===== src/rtl/mem_scheduler_pkg.sv =====
// Types and constants shared by the memory scheduler and its arbitration logic.
package mem_scheduler_pkg;

    typedef enum logic {
        StIdle = 1'b0,
        StBusy = 1'b1
    } state_e;

    localparam int unsigned DEFAULT_TIMEOUT = 255;

endpackage


===== src/rtl/rr_picker.sv =====
// Round-robin picker: one-hot grant to the first pending requester after the
// previous winner, scanning circularly.
module rr_picker #(
    parameter int unsigned NUM_REQ = 3,
    localparam int unsigned IdxW   = $clog2(NUM_REQ)
) (
    input  logic [NUM_REQ-1:0] i_req,
    input  logic [IdxW-1:0]    i_last,
    output logic [NUM_REQ-1:0] o_grant,
    output logic [IdxW-1:0]    o_idx
);

    logic            w_found;
    logic [IdxW-1:0] w_cand;

    always_comb begin
        o_grant = '0;
        o_idx   = '0;
        w_found = 1'b0;
        w_cand  = '0;
        // Offset 1 first, so the previous winner is considered last.
        for (int unsigned i = 1; i <= NUM_REQ; i++) begin
            w_cand = IdxW'((32'(i_last) + i) % NUM_REQ);
            if (!w_found && i_req[w_cand]) begin
                o_grant[w_cand] = 1'b1;
                o_idx           = w_cand;
                w_found         = 1'b1;
            end
        end
    end

endmodule


===== src/rtl/mem_scheduler.sv =====
// Arbitrates several requesters onto one memory bus: round-robin grant, one
// transaction at a time, with a wait timeout that completes with a fault.
module mem_scheduler
    import mem_scheduler_pkg::*;
#(
    parameter int unsigned NUM_REQ = 3,
    parameter int unsigned TIMEOUT = DEFAULT_TIMEOUT
) (
    input  logic                     clk,
    input  logic                     reset,
    input  logic [NUM_REQ-1:0][31:0] req_address_in,
    input  logic [NUM_REQ-1:0]       req_read_in,
    input  logic [NUM_REQ-1:0]       req_write_in,
    input  logic [NUM_REQ-1:0][3:0]  req_write_mask_in,
    input  logic [NUM_REQ-1:0][31:0] req_write_value_in,
    output logic [NUM_REQ-1:0][31:0] req_read_value_out,
    output logic [NUM_REQ-1:0]       req_ready_out,
    output logic [NUM_REQ-1:0]       req_fault_out,
    output logic [31:0]              address_out,
    output logic                     read_out,
    output logic                     write_out,
    output logic [3:0]               write_mask_out,
    output logic [31:0]              write_value_out,
    input  logic [31:0]              read_value_in,
    input  logic                     ready_in,
    input  logic                     fault_in,
    output logic [NUM_REQ-1:0]       grant_out
);

    localparam int unsigned IdxW = $clog2(NUM_REQ);
    localparam int unsigned CntW = $clog2(TIMEOUT + 1);

    state_e              r_state;
    state_e              w_state_next;
    logic [NUM_REQ-1:0]  r_grant;
    logic [IdxW-1:0]     r_last;
    logic [CntW-1:0]     r_cnt;
    logic [NUM_REQ-1:0]  w_pending;
    logic [NUM_REQ-1:0]  w_pick;
    logic [IdxW-1:0]     w_pick_idx;
    logic                w_timeout;

    assign w_pending = req_read_in | req_write_in;
    assign w_timeout = (r_cnt == CntW'(TIMEOUT));

    rr_picker #(
        .NUM_REQ (NUM_REQ)
    ) u_rr_picker (
        .i_req   (w_pending),
        .i_last  (r_last),
        .o_grant (w_pick),
        .o_idx   (w_pick_idx)
    );

    always_comb begin
        w_state_next       = r_state;
        req_read_value_out = '0;
        req_ready_out      = '0;
        req_fault_out      = '0;
        address_out        = '0;
        read_out           = 1'b0;
        write_out          = 1'b0;
        write_mask_out     = '0;
        write_value_out    = '0;
        grant_out          = '0;
        case (r_state)
            StIdle: begin
                if (|w_pending) begin
                    w_state_next = StBusy;
                end
            end
            StBusy: begin
                grant_out = r_grant;
                // r_last doubles as the index of the current grant while busy.
                if (!w_pending[r_last]) begin
                    w_state_next = StIdle;
                end else begin
                    address_out     = req_address_in[r_last];
                    read_out        = req_read_in[r_last];
                    write_out       = req_write_in[r_last];
                    write_mask_out  = req_write_in[r_last] ? req_write_mask_in[r_last] : 4'b0;
                    write_value_out = req_write_value_in[r_last];
                    if (ready_in) begin
                        req_ready_out[r_last]      = 1'b1;
                        req_read_value_out[r_last] = read_value_in;
                        req_fault_out[r_last]      = fault_in;
                        w_state_next               = StIdle;
                    end else if (w_timeout) begin
                        req_ready_out[r_last] = 1'b1;
                        req_fault_out[r_last] = 1'b1;
                        w_state_next          = StIdle;
                    end
                end
            end
            default: w_state_next = StIdle;
        endcase
    end

    always_ff @(posedge clk or negedge reset) begin
        if (!reset) begin
            r_state <= StIdle;
            r_grant <= '0;
            r_last  <= IdxW'(NUM_REQ - 1);
            r_cnt   <= '0;
        end else begin
            r_state <= w_state_next;
            if (r_state == StIdle) begin
                if (|w_pending) begin
                    r_grant <= w_pick;
                    r_last  <= w_pick_idx;
                    r_cnt   <= '0;
                end
            end else if (w_state_next == StIdle) begin
                r_grant <= '0;
            end else begin
                r_cnt <= r_cnt + CntW'(1);
            end
        end
    end

endmodule


===== config.mk =====
export PLATFORM = sky130hd
export DESIGN_NAME = mem_scheduler
export DESIGN_NICKNAME = d
export VERILOG_FILES = /design/src/rtl/mem_scheduler_pkg.sv /design/src/rtl/rr_picker.sv /design/src/rtl/mem_scheduler.sv
export SDC_FILE = /design/constraint.sdc
export NUM_CORES = 1
export LEC_CHECK = 0
export ABC_AREA = 1
export BUFFER_PORTS_ARGS = -buffer_cell sky130_fd_sc_hd__buf_4
export CORE_AREA = 2 2 165 167
export DETAILED_ROUTE_END_ITERATION = 8
export DIE_AREA = 0 0 167 169
export GPL_ROUTABILITY_DRIVEN = 1
export PLACE_DENSITY = 0.38
export REMOVE_ABC_BUFFERS = 1
export SLEW_MARGIN = 20
export SYNTH_ARGS = -nofsm -noshare
export SYNTH_HDL_FRONTEND = slang
export SYNTH_HIERARCHICAL = 1
export SYNTH_SLANG_ARGS = --single-unit

===== constraint.sdc =====
create_clock -name clk -period 2.65 [get_ports clk]
set_input_delay 0.265 -clock clk [delete_from_list [all_inputs] [get_ports clk]]
set_output_delay 0.265 -clock clk [all_outputs]
set_load 0.005 [all_outputs]

# Yosys cells after proc, flatten, opt, wreduce, memory -nomap -nowiden
# Index checks and enable logic that the tools add are counted.
# word_totals
reg_bits,14
input_bits,246
output_inout_bits,175
word_cells,110
# op_classes
n_addsub,4
n_div,3
order_cmp,8
eq_ne,3
mux,69
bitwise,6
n_reduce_logical,13
# op_table
cell,count
$mux 96,3
$mux 32,7
$bmux 32 s2,2
$and 96x96->96,1
$mod 32x2->32 const B,3
$demux 32 s2,1
$mux 3,14
$mux 8,3
$mux 1,20
$mux 4,4
$bmux 1 s2,6
$lt 2x3->1 const B,4
$or 3x3->3,3
$add 8x1->8 const B,1
$bmux 4 s2,1
$demux 1 s2,4
$eq 8x8->1 const B,1
$ge 2x1->1 const B,4
$add 2x2->3 const B,2
$logic_and 1x1->1,6
$mux 2,3
$reduce_and 2->1,3
$add 2x1->3 const B,1
$and 3x3->3,1
other kinds (7),8

# Longest topological paths before layout
# logic_depth
word_depth,13
depth_mapped,13
mapped_depth_nobuf,13

# Modules after synthesis
# The synthesis kept the hierarchy.
# modules_own_cells
module,instances,cells_each,area_per_inst_um2,seq_area_each_um2
mem_scheduler,1,559,2777.7,351.6
rr_picker,1,54,279.0,0.0

# Least setup slack after synthesis
# No wires, ideal clock.
# synth_path
path_kind,register to output
from,register r_last[1]
to,output port address_out[23]
t_arrival_ns,1.558
required_ns,2.385
setup_slack_ns,0.827
path_stages_with_launch,9
path_buffers,2
cell_sequence,dfstp_2 -> inv_2 -> nor2_4 -> nand2_2 -> nand2_1 -> nand3_2 -> buf_6 -> buf_2 -> a21oi_1
# synth_via
elab_chain_len,4
elab_cells_between_ends,6
classes_between,mux: 6
# synth_lines
item,line,source
start: declaration,mem_scheduler.sv:36,logic [IdxW-1:0] r_last;
start signal: assignment,mem_scheduler.sv:103,r_last <= IdxW'(NUM_REQ - 1);
start signal: assignment,mem_scheduler.sv:110,r_last <= w_pick_idx;
$bmux 32 s2 or $bmux 1 s2 (tied branches),"mem_scheduler.sv:78, mem_scheduler.sv:75",
$mux 32 (not written as such) or $mux 1 (tied branches),"mem_scheduler.sv:78, mem_scheduler.sv:75",
$mux 32 (*),mem_scheduler.sv:75,if (!w_pending[r_last]) begin
$mux 32 (*),mem_scheduler.sv:66,case (r_state)
end: declaration,mem_scheduler.sv:19,"output logic [31:0] address_out,"
# Mark *: on every way between the ends. The rest lies on a longest branch, timed or not. The select of a mux whose other input is x is not followed.

# Final worst setup path
# layout_path
from,register r_last[1]
to,output port write_value_out[5]
# layout_via
elab_chain_len,4
elab_cells_between_ends,6
classes_between,mux: 6
# layout_lines
item,line,source
$bmux 32 s2 or $bmux 1 s2 (tied branches),"mem_scheduler.sv:82, mem_scheduler.sv:75",
$mux 32 (not written as such) or $mux 1 (tied branches),"mem_scheduler.sv:82, mem_scheduler.sv:75",
$mux 32 (*),mem_scheduler.sv:75,
$mux 32 (*),mem_scheduler.sv:66,
end: declaration,mem_scheduler.sv:23,"output logic [31:0] write_value_out,"
# Marks and branches as above.

==> flow_summary.yaml <==
power_and_ir_drop:
  vdd.ir_drop.worst_v: 0.0003782
  internal_portion_of_total_power_mw: 2.357
  pwr-share-comb: 0.869
  power.share.clock: 0.064
  pwr-share-seq: 0.067
  power-per-cell-area_nw_per_um2: 760.1
  sw_frac_of_total: 0.5377
  p_sw_mw: 2.741
  post-layout-total-power_mw: 5.098
  power.leakage_nw: 3.457
timing:
  max-slew-margin-rel: 0.6810
  final_max_slew_viol_count: 0
  fin_worst_hold_slack_ns: 0.4163
  finalHoldViolations: 0
  grt_setup_unrepaired: "no"
  final.min_clock_period_ns: 2.418
  setup_violations: 0
  clock-skew-final_ns: 0.0009990
  period_share: 0.9125
  setup_slack_ns: 0.2319
  worst_slew_pin_slew_ns: 0.4773
  fmax_mhz: 413.5
yosys:
  synthDominantCellAreaShare: 0.3193
  ys_warn_count: 6
  synthTopCellsByArea: "sky130_fd_sc_hd__nand2_1 (32%), sky130_fd_sc_hd__nor2_1 (14%), sky130_fd_sc_hd__dfrtp_1 (11%)"
  synth_area_per_cell_um2: 4.986
  number_of_enable_flip_flop_cells_after_synthesis: 0
  synthesis.instances: 613
  ys.flop_type: "sky130_fd_sc_hd__dfrtp_1"
  synth_cell_type_count: 30
  synthSimpleGateAreaFrac: 0.5522
  synth_compound_area_frac: 0.2030
  synthXorXnorAreaFrac: 0.002865
  synth_top_family_by_area: "simple AND/OR/NAND/NOR gates"
  most_instantiated_cells_after_synthesis: "sky130_fd_sc_hd__nand2_1 (260), sky130_fd_sc_hd__nor2_1 (114), sky130_fd_sc_hd__a31oi_1 (50)"
  multiplexer_fraction_of_the_synthesized_cell_area: 0
  syn-cell-area_um2: 3057
  postSynthRegisterBits: 14
  synth_area_leader: "sky130_fd_sc_hd__nand2_1"
  synth-seq-area-share: 0.1150
  synth-adder-area-share: 0.02047
  yosysMostFrequentCell: "sky130_fd_sc_hd__nand2_1"
  async_reset_ff_frac: 1.000
drt:
  drt_first_pass_iters: 4
  count_of_unresolved_drc_violations_after_routing: 0
  via_density_per_instance: 4.094
  vias: 5543
  detail_route.wirelength_um: 22330
  drtIter0Drc: 154
  ant_nets: 0
  wl_per_cell_um: 16.49
global_routing:
  vias_in_the_first_global_route: 5669
  global_route_wire_length_before_repair_um: 33150
  grt_antenna_before_repair: 0
  grt_overflow_total: 0
  grt_max_degree: 72
  globalRouteTotalUtil: 0.1492
min_path:
  min_delay_worst_type: "input pin to asynchronous set/reset pin"
critical_path:
  critical_path_buf_inv_count: 3
  worstSetupStartpointType: "flip-flop"
  crit_path_max_incr_delay_ns: 0.63
  cp_top_family: "flip-flops"
  crit_arrival_ns: 2.15
  cp_cell_sequence: "inv_2 > nor2_4 > nand2_2 > nand2_1 > nand3_2 > buf_4 > a31oi_1 > buf_4"
  timing.critical_path.slowest_stage_cell: "sky130_fd_sc_hd__dfstp_2"
  worst_ep_required_time_ns: 2.38
  most_repeated_library_cell_on_the_critical_path: "sky130_fd_sc_hd__buf_4"
  cp-end-kind: "primary output"
  worst-r2r-setup-slack_ns: 0.69
  critical_setup_path_class: "flip-flop to primary output"
  cp_max_fanout: 22
finish:
  post_route_cells_drive_above_1_share: 0.4571
  net_total_in_the_final_layout: 1265
  utilization: 0.2531
  number_of_antenna_cells_inserted: 0
  area_growth_syn_to_layout_pct: 119.4
  finalInstanceArea_um2: 6708
cts:
  cts-resized-gates: 0
  clk_transition_reported_paths_ns: 0.05
  numCtsBuffers: 3
  cts_post_setup_buffers_inserted: 0
  insertion_delay_ns: 0.24
  clock-root-buffer: "sky130_fd_sc_hd__clkbuf_16"
  cts_tree: "yes"
  ctsHtreeMaxLevel: 1
  cts.path.max_buffers: 2
  clock_sink_count: 14
floorplan:
  start_util: 0.1153
  placementRows: 60
  die_w_um: 167
  fp.coreArea_um2: 26500
  total_die_area_um2: 28220
  io_pins: 421
  floorplan.die.height_um: 169
job:
  max-cap-violations: 0
placement:
  place.gp.congestion: 0.8750
  dp_worst_setup_slack_ns: 0.3934
  half_perimeter_wire_length_after_detailed_placement_um: 18580
  dpl-instance-area_um2: 6609
  port-buffer-count: 420
run_status:
  outcome: "completed"
-- power by group through the flow --
stage,clock network (mW),logic [mW],registers (mW)
2_1_floorplan,0,2.10,0.339
3_3_place_gp,0,4.57,0.345
3_5_place_dp,0,4.54,0.348
4_1_cts,0.332,4.55,0.344
5_1_grt,0.342,4.93,0.356
6_report,0.326,4.43,0.343
-- stage by stage --
stage	TNS (ns)	instances
after global routing	0	1354
after CTS	0	1354
after global placement	0	1349
final	0	1354
after detailed placement	0	1349
after floorplan	-133.87	571
-- worst reg2reg max path, cell delays in order (launching register included) --
cell and delay, ns:
sky130_fd_sc_hd__dfrtp_1 0.52, sky130_fd_sc_hd__inv_1 0.11, sky130_fd_sc_hd__ha_1 0.40, sky130_fd_sc_hd__o21ai_1 0.27, sky130_fd_sc_hd__nand2_4 0.11, sky130_fd_sc_hd__nand3_1 0.09
sky130_fd_sc_hd__nand2_1 0.06, sky130_fd_sc_hd__inv_2 0.05, sky130_fd_sc_hd__nand2_1 0.04, sky130_fd_sc_hd__nand2_1 0.06, sky130_fd_sc_hd__o21ai_0 0.09
-- logic make-up after synthesis --
| logic type | Yosys count |
|---|---|
| buffers and inverters | 72 |
| flip-flops | 14 |
| AND/OR/NAND/NOR | 422 |
| XOR/XNOR | 1 |
| adder cells (fa/ha/maj) | 5 |
| AO/OA/AOI/OAI | 99 |
-- per-layer routing --
metal,part of all wire,routed length (um),global-route usage,vias to the layer above
met1,0.39,8757,0.1742,2429
li1,-,-,-,2791
met2,0.50,11150,0.2766,297
met3,0.085,1901,0.03390,26
met5,0,0,0,-
met4,0.023,520,0.03298,0
-- registers in the layout (all words and copies together), names as in the netlist --
register	flops
r_state	1
r_cnt	8
r_last	2
r_grant	3
-- final cells by class --
type / count / area, um2
Timing Repair Buffer: 438 / 3341
Sequential cell: 14 / 351.6
Tap cell: 341 / 426.7
Inverter: 30 / 112.6
Fill cell: 3099 / 19790
Multi-Input combinational cell: 527 / 2387
Clock buffer: 4 / 88.84
-- cells in the final DEF (no fill, tap or decap), types with 4 or more instances in the layout --
cell                      instances
sky130_fd_sc_hd__inv_2            7
sky130_fd_sc_hd__a22oi_1         20
sky130_fd_sc_hd__a31oi_1         50
sky130_fd_sc_hd__inv_1           23
sky130_fd_sc_hd__dfrtp_1         13
sky130_fd_sc_hd__nor3_1           5
sky130_fd_sc_hd__o21ai_0          4
sky130_fd_sc_hd__nand2_1        260
sky130_fd_sc_hd__a21oi_1         20
sky130_fd_sc_hd__nand4_1          4
sky130_fd_sc_hd__ha_1             5
sky130_fd_sc_hd__nand3_1         27
sky130_fd_sc_hd__buf_4          433
sky130_fd_sc_hd__nor2_1         113
sky130_fd_sc_hd__buf_12           4
-- timing repair --
action	CTS	global route
hold endpoints to repair	13	0
hold buffers	1	0
endpoints found under the setup margin	0	0
-- path summary, 6_finish.rpt --
kind / startpoint / end / cells after the start
setup / recovery: r_last[1]$_DFFE_PN1P_ / write_value_out[5] / 8
hold / removal: reset / r_cnt[2]$_DFFE_PN0P_ / 2
setup reg to reg: r_last[0]$_DFFE_PN0P_ / r_last[0]$_DFFE_PN0P_ / 10
hold reg to reg: r_grant[0]$_DFFE_PN0P_ / r_grant[0]$_DFFE_PN0P_ / 2
max in group asynchronous: reset / r_last[1]$_DFFE_PN1P_ / 2
min in group clk: ready_in / r_state$_DFF_PN0_ / 4
(Power assumes the default switching activity.)
